**config.mk**
```make
export PLATFORM = sky130hd
export DESIGN_NAME = univ_shift_reg_seq_flat
export DESIGN_NICKNAME = d
export VERILOG_FILES = /design/src/rtl/univ_shift_reg_seq_if.sv /design/src/rtl/univ_shift_reg_seq.sv /design/src/flat_wrapper.sv
export SDC_FILE = /design/constraint.sdc
export NUM_CORES = 1
export LEC_CHECK = 0
export ABC_AREA = 1
export CORE_UTILIZATION = 47
export CTS_CLUSTER_DIAMETER = 80
export CTS_CLUSTER_SIZE = 40
export DETAILED_ROUTE_END_ITERATION = 10
export PLACE_DENSITY_LB_ADDON = 0.1
export SLEW_MARGIN = 10
export SYNTH_ARGS = -nofsm -noshare
export SYNTH_HDL_FRONTEND = slang
export SYNTH_SLANG_ARGS = --single-unit
export TNS_END_PERCENT = 10
```
**constraint.sdc**
```tcl
create_clock -name clock -period 1.7 [get_ports clock]
set_input_delay 0.17 -clock clock [delete_from_list [all_inputs] [get_ports clock]]
set_output_delay 0.17 -clock clock [all_outputs]
set_load 0.005 [all_outputs]
```
**src/rtl/univ_shift_reg_seq_if.sv**
```systemverilog
// Command/status bundle for univ_shift_reg_seq.
// master: issues commands (op/amount/load_data + serial fill bits), observes status.
// slave : the shift register itself.
//   cmd_valid/cmd_ready : command handshake (accept = valid & ready at a rising edge)
//   op, amount, load_data : command fields, sampled only at the accept edge
//   serial_l / serial_r : fill bits for SHL / SHR, sampled live at every step edge
//   Q, busy, done, ser_out : register contents and status
interface univ_shift_reg_seq_if #(
    parameter int N  = 8,
    parameter int AW = 4
);
    logic          cmd_valid;
    logic          cmd_ready;
    logic [2:0]    op;
    logic [AW-1:0] amount;
    logic [N-1:0]  load_data;
    logic          serial_l;
    logic          serial_r;
    logic [N-1:0]  Q;
    logic          busy;
    logic          done;
    logic          ser_out;

    modport master (
        output cmd_valid, op, amount, load_data, serial_l, serial_r,
        input  cmd_ready, Q, busy, done, ser_out
    );

    modport slave (
        input  cmd_valid, op, amount, load_data, serial_l, serial_r,
        output cmd_ready, Q, busy, done, ser_out
    );
endinterface

```
**src/rtl/univ_shift_reg_seq.sv**
```systemverilog
// Universal shift/rotate register. One command per handshake: NOP, LOAD,
// CLEAR execute in a single edge; SHL/SHR/SAR/ROL/ROR by k > 0 positions
// run one position per clock in the SHIFT state (busy high), and done pulses
// for one cycle in the first cycle Q shows the final result.
// Ports:
//   clock : rising-edge clock
//   reset : asynchronous, active-high; clears Q/status and aborts a shift
//   bus   : command/status interface (slave modport)
module univ_shift_reg_seq #(
    parameter int N  = 8,
    parameter int AW = 4
) (
    input  logic                  clock,
    input  logic                  reset,
    univ_shift_reg_seq_if.slave   bus
);

    localparam logic [2:0] OP_NOP   = 3'b000;
    localparam logic [2:0] OP_LOAD  = 3'b001;
    localparam logic [2:0] OP_SHL   = 3'b010;
    localparam logic [2:0] OP_SHR   = 3'b011;
    localparam logic [2:0] OP_SAR   = 3'b100;
    localparam logic [2:0] OP_ROL   = 3'b101;
    localparam logic [2:0] OP_ROR   = 3'b110;
    localparam logic [2:0] OP_CLEAR = 3'b111;

    typedef enum logic {IDLE, SHIFT} state_t;

    state_t        r_state, w_state_nxt;
    logic [N-1:0]  r_q, w_q_nxt;
    logic [2:0]    r_op, w_op_nxt;
    logic [AW-1:0] r_cnt, w_cnt_nxt;
    logic          r_done, w_done_nxt;
    logic          r_ser, w_ser_nxt;
    logic          w_accept;
    logic          w_is_shift;

    // One step of the latched operation; serial fill bits are the live inputs.
    function automatic logic [N-1:0] f_step(input logic [2:0] op,
                                            input logic [N-1:0] q,
                                            input logic sl,
                                            input logic sr);
        case (op)
            OP_SHL:  f_step = {q[N-2:0], sl};
            OP_SHR:  f_step = {sr, q[N-1:1]};
            OP_SAR:  f_step = {q[N-1], q[N-1:1]};
            OP_ROL:  f_step = {q[N-2:0], q[N-1]};
            OP_ROR:  f_step = {q[0], q[N-1:1]};
            default: f_step = q;
        endcase
    endfunction

    // Bit leaving the register on one step: MSB for left moves, LSB otherwise.
    function automatic logic f_out(input logic [2:0] op, input logic [N-1:0] q);
        if (op == OP_SHL || op == OP_ROL)
            f_out = q[N-1];
        else
            f_out = q[0];
    endfunction

    assign w_accept   = bus.cmd_valid && (r_state == IDLE);
    assign w_is_shift = (bus.op >= OP_SHL) && (bus.op <= OP_ROR);

    always_comb begin
        w_state_nxt = r_state;
        w_q_nxt     = r_q;
        w_op_nxt    = r_op;
        w_cnt_nxt   = r_cnt;
        w_ser_nxt   = r_ser;
        w_done_nxt  = 1'b0;
        case (r_state)
            IDLE: begin
                if (w_accept) begin
                    if (w_is_shift && (bus.amount != '0)) begin
                        // Q stays put on the accept edge; stepping starts next edge.
                        w_op_nxt    = bus.op;
                        w_cnt_nxt   = bus.amount;
                        w_state_nxt = SHIFT;
                    end else begin
                        // Zero-amount shifts fall through here and behave as NOP.
                        w_done_nxt = 1'b1;
                        if (bus.op == OP_LOAD)
                            w_q_nxt = bus.load_data;
                        else if (bus.op == OP_CLEAR)
                            w_q_nxt = '0;
                    end
                end
            end
            SHIFT: begin
                w_q_nxt   = f_step(r_op, r_q, bus.serial_l, bus.serial_r);
                w_ser_nxt = f_out(r_op, r_q);
                w_cnt_nxt = r_cnt - AW'(1);
                if (r_cnt == AW'(1)) begin
                    w_state_nxt = IDLE;
                    w_done_nxt  = 1'b1;
                end
            end
            default: w_state_nxt = IDLE;
        endcase
    end

    always_ff @(posedge clock or posedge reset) begin
        if (reset) begin
            r_state <= IDLE;
            r_q     <= '0;
            r_op    <= OP_NOP;
            r_cnt   <= '0;
            r_ser   <= 1'b0;
            r_done  <= 1'b0;
        end else begin
            r_state <= w_state_nxt;
            r_q     <= w_q_nxt;
            r_op    <= w_op_nxt;
            r_cnt   <= w_cnt_nxt;
            r_ser   <= w_ser_nxt;
            r_done  <= w_done_nxt;
        end
    end

    assign bus.busy      = (r_state == SHIFT);
    assign bus.cmd_ready = (r_state != SHIFT);
    assign bus.Q         = r_q;
    assign bus.done      = r_done;
    assign bus.ser_out   = r_ser;

endmodule

```
**src/flat_wrapper.sv**
```systemverilog
// flat-port wrapper written by rule: the top's interface ports become plain ports
module univ_shift_reg_seq_flat 
#(
    parameter int N  = 8,
    parameter int AW = 4
)
  (clock, reset, bus_cmd_valid, bus_op, bus_amount, bus_load_data, bus_serial_l, bus_serial_r, bus_cmd_ready, bus_Q, bus_busy, bus_done, bus_ser_out);
  univ_shift_reg_seq_if #(.N(N), .AW(AW)) bus_i ();
  input  logic clock;
  input  logic reset;
  input wire logic [$bits(bus_i.cmd_valid)-1:0] bus_cmd_valid;
  input wire logic [$bits(bus_i.op)-1:0] bus_op;
  input wire logic [$bits(bus_i.amount)-1:0] bus_amount;
  input wire logic [$bits(bus_i.load_data)-1:0] bus_load_data;
  input wire logic [$bits(bus_i.serial_l)-1:0] bus_serial_l;
  input wire logic [$bits(bus_i.serial_r)-1:0] bus_serial_r;
  output wire logic [$bits(bus_i.cmd_ready)-1:0] bus_cmd_ready;
  output wire logic [$bits(bus_i.Q)-1:0] bus_Q;
  output wire logic [$bits(bus_i.busy)-1:0] bus_busy;
  output wire logic [$bits(bus_i.done)-1:0] bus_done;
  output wire logic [$bits(bus_i.ser_out)-1:0] bus_ser_out;
  assign bus_i.cmd_valid = bus_cmd_valid;
  assign bus_i.op = bus_op;
  assign bus_i.amount = bus_amount;
  assign bus_i.load_data = bus_load_data;
  assign bus_i.serial_l = bus_serial_l;
  assign bus_i.serial_r = bus_serial_r;
  assign bus_cmd_ready = bus_i.cmd_ready;
  assign bus_Q = bus_i.Q;
  assign bus_busy = bus_i.busy;
  assign bus_done = bus_i.done;
  assign bus_ser_out = bus_i.ser_out;
  univ_shift_reg_seq #(.N(N), .AW(AW)) u_core (.clock(clock), .reset(reset), .bus(bus_i));
endmodule
```
-- After elaboration in Yosys (flattened, before gate mapping)
Index checks and enable logic that the tools add are counted.
- $add $sub $neg: 1
- multipliers: 0
- div/mod/pow operators: 0
- order comparisons: 2
- equal/unequal tests: 15
- shift-type cells: 0
- multiplexer cells: 18
- bitwise gates (word level): 1
- reductions and logical operators: 9
- operator list (kind ; count):
    $pmux W8 S5 ; 1
    $mux W8 ; 4
    $pmux W8 S2 ; 1
    $eq A3 B3 Y1 const B ; 4
    $mux W4 ; 2
    $pmux W4 S2 ; 1
    $mux W1 ; 7
    $eq A3 B2 Y1 const B ; 2
    $ne A6 B6 Y1 const B ; 1
    $ne A5 B5 Y1 const B ; 1
    $reduce_and A5 Y1 ; 1
    $eq A4 B1 Y1 const B ; 1
    $ne A2 B1 Y1 const B ; 2
    $ne A2 B2 Y1 const B ; 2
    $pmux W1 S2 ; 2
    $reduce_and A4 Y1 ; 1
    $reduce_bool A4 Y1 ; 1
    $sub A4 B1 Y4 const B ; 1
    $eq A3 B1 Y1 const B ; 1
    $ge A3 B2 Y1 const B ; 1
    $le A3 B3 Y1 const B ; 1
    $logic_and A1 B1 Y1 ; 3
    $ne A3 B1 Y1 const B ; 1
    $reduce_and A3 Y1 ; 1
    other kinds (3) ; 3
- bits in registers: 18
- bits in latches: 0
- bits in writable memories: 0
- bits in read-only memories: 0
- bits of input ports: 20
- output and inout bits: 12
- word-level logic and storage cells: 53
- memories: 0

-- Depth between registers and ports, before layout
- depth after elaboration: 6
- gate-level depth with buffers: 9
- depth with buffers taken out: 9

-- Worst setup path after synthesis
OpenSTA, ideal clock, no wires.
- kind: register -> register
- start point: register u_core.r_state, in the netlist u_core.bus.busy
- end point: register u_core.r_q[1], in the netlist u_core.bus.Q[1]
- library setup time: 0.117 ns
- arrival time: 1.139 ns
- data required time: 1.583 ns
- path slack: 0.444 ns
- cell stages (with the launch flop): 7
- path buffers: 2
- clock period less this slack: 1.256 ns
- path through: dfrtp_1 inv_1 buf_2 buf_1 nand2_1 nand3_1 nand2_1
- cells in the longest elaborated chain, start to end: 4
- elaborated cells between the ends (all ways): 8
- classes of those cells: eq/ne (4); mux (1); bitwise (1); reduce/logical (2)
- ends and longest elaborated chain (item ; RTL line ; source):
    start, declared ; univ_shift_reg_seq.sv:29 ; state_t r_state, w_state_nxt;
    start signal, assigned ; univ_shift_reg_seq.sv:111 ; r_state <= w_state_nxt;
    $not A1 Y1 (no source line) * ; n/a ;
    net bus_cmd_ready ; flat_wrapper.sv:17 ; output wire logic [$bits(bus_i.cmd_ready)-1:0] bus_cmd_ready;
    $logic_and A1 B1 Y1 ; univ_shift_reg_seq.sv:61 ; assign w_accept = bus.cmd_valid && (r_state == IDLE);
    $ne A2 B1 Y1 (no source line) ; n/a ;
    $reduce_and A4 Y1 (no source line) ; n/a ;
    end signal, assigned ; univ_shift_reg_seq.sv:112 ; r_q <= w_q_nxt;
    end, declared ; univ_shift_reg_seq.sv:30 ; logic [N-1:0] r_q, w_q_nxt;
The timed path passes the listed nets; every way through them passes the cells marked *.
A chain may end at the register's enable or synchronous reset.

-- Worst setup path after layout
- start point: register u_core.r_state, in the netlist u_core.bus.busy
- end point: output port bus_cmd_ready
- cells in the longest elaborated chain, start to end: 1
- ends and longest elaborated chain (item ; RTL line):
    $not A1 Y1 (no source line) ; n/a
    end, declared ; flat_wrapper.sv:17
No other way between the ends.

==> flow_summary.ini <==
[power_and_ir_drop]
worst_ir_drop_vdd_v = 0.00112
p_clk_share_pct = 8.3
comb_power_share_pct = 60.2
leakage_nw = 0.746
swShare_pct = 46.8
p_switching_mw = 1.25
seqPwrFrac_pct = 31.4
intPower_mw = 1.42
power_density_mw_per_mm2 = 1760
power_mw = 2.67

[clock_tree]
cts_sinks = 18
cts.path.max_buffers = 2
post_cts_buffers = 0
clk_latency_ps = 300
clock-root-buffer = clkbuf_4
clk_pin_slew_worst_paths_ps = 110
htreeDepth = 1
cts_tree = done
cts_buffers = 3

[setup_path]
crit_start = u_core.bus.busy
end_kind = primary output
critPathKind = reg -> out
critPathLaunchType = register
cp.required_ps = 1530
worstPathArrival_ps = 1400
worst-path-max-fanout = 10
reg2reg_from = u_core.r_op[0]

[min_path]
hold_path_class = in -> async

[finish]
layout.cells.non_filler = 232
drive_gt1_share_pct = 7.84
layout_commonest_cell = nand2_1
final_cell_mix = nand2_1, clkdlybuf4s50_1, nand3_1
fin_util_pct = 67.8
num-nets-final = 228
antennaDiodeCount = 0
syn2layout_area_growth_pct = 34.1
final_cell_area_mm2 = 0.00152

[placement]
pre_cts_ws_ps = 109
dpl.cell_count = 229
hpwl_um = 2220
place_area_mm2 = 0.00149
gp_congestion = 0.882
portBuffers = 31

[drt]
vias = 1227
drt_iter0_markers = 42
totalWireLength_um = 2870
via_per_inst = 5.29
ant_nets = 0
drt_pre_antenna_iters = 5
wl_per_cell_um = 12.3
drc = 0

[timing]
max_slew.worst_pin.slew_ps = 282
drv_slew = 0
hold_viol = 0
fin_crit_ps = 1570
setup_ws_ps = 133
rsz0062_at_grt = no
setup_viol = 0
max_slew_margin_pct = 81.2
hold_ws_ps = 179
tns_ps = 0
fin_crit_sh_pct = 92.2
finClkSkew_ps = 4.76
fmax_mhz = 638

[floorplanning]
coreArea_mm2 = 0.00223
die_x_um = 51.0
dieArea_mm2 = 0.00260
num_io_pins = 32
start_util_pct = 50.6
std_cell_rows = 17
dieHeight_um = 51.0

[synthesis]
synthesis.area_mm2 = 0.00113
syn_avg_cell_area_um2 = 6.69
synthCells = 169
synth_fp_nets = 191
synth_cell_types = 18
ys_seq_elements = 18
synth_warnings = 0
seq_area_frac_synth_pct = 39.9

[grt]
grt_pass1_wl_um = 5090
grt_max_degree = 19
grt_pass1_vias = 1215
grt_overflow = 0
antenna_found_initial = 0
grt_use_total_pct = 26.3

[run]
drv_cap = 0

[run_status]
status = finished clean
==> state kept, by name, summed over array words and instances (netlist names) <==
name and count:
u_core.r_op 3, u_core.bus.Q 8, u_core.bus.done 1, u_core.bus.ser_out 1
u_core.bus.busy 1, u_core.r_cnt 4
==> what timing repair did <==
item / CTS / global route
resized for setup: 1 / 0
setup endpoints to repair: 1 / 0
hold buffers: 0 / 0
==> logic make-up (layout without fill, tap and decap cells) <==
group                    count (synthesis)  after routing  share of synthesized area (%)
AND/OR/NAND/NOR                        115            115                           44.2
flip-flops                              18             18                           39.9
buffers and inverters                   18             53                           6.09
AO/OA/AOI/OAI                           15             15                           6.87
adder cells (fa/ha/maj)                  2              2                           2.21
XOR/XNOR                                 1              1                          0.775
==> Yosys cell counts (all sizes together) <==
library cell	instances	area (µm²)
dfrtp	18	450
buf	2	8.75
clkbuf	1	3.75
o21ai	12	60.1
a21boi	1	7.51
inv	15	56.3
nand3	30	160
a21oi	2	10.0
nor2	11	41.3
nand4	6	37.5
nand2	68	260
ha	2	25.0
xor2	1	8.76
==> cell type report <==
cell class | instances | area, µm²
Clock buffer | 3 | 22.5
Fill cell | 217 | 718
Inverter | 15 | 56.3
Multi-Input combinational cell | 133 | 611
Sequential cell | 18 | 450
Tap cell | 28 | 35.0
Timing Repair Buffer | 35 | 340
==> critical path, cell delays in order, from the launching register on <==
cell and delay (ps):
dfrtp_1 400, inv_2 170, clkdlybuf4s50_1 530
==> worst paths after layout <==
path	slack (ps)	end	cells after the start
max	130	bus_cmd_ready	2
min	180	u_core.bus.Q[5]	3
max reg2reg	280	u_core.bus.Q[0]	7
min reg2reg	500	u_core.bus.ser_out	2
max in group asynchronous	1320	u_core.r_cnt[2]	3
min in group clock	440	u_core.r_cnt[2]	3
==> per-layer routing <==
metal / track usage [%] / vias up / part of all wire, %
li1: - / 627 / -
met1: 33.0 / 545 / 45
met2: 42.8 / 49 / 47
met3: 4.76 / 6 / 6.5
met4: 13.4 / 0 / 1.6
met5: 0 / - / 0
==> power by group through the flow <==
stage | sequential (mW) | clock (mW) | combinational [mW]
after global placement | 0.839 | 0 | 1.55
after global routing | 0.870 | 0.246 | 1.84
final | 0.839 | 0.222 | 1.61
after floorplan | 0.824 | 0 | 1.01
after CTS | 0.836 | 0.226 | 1.62
after detailed placement | 0.841 | 0 | 1.61
(Power assumes the default switching activity.)
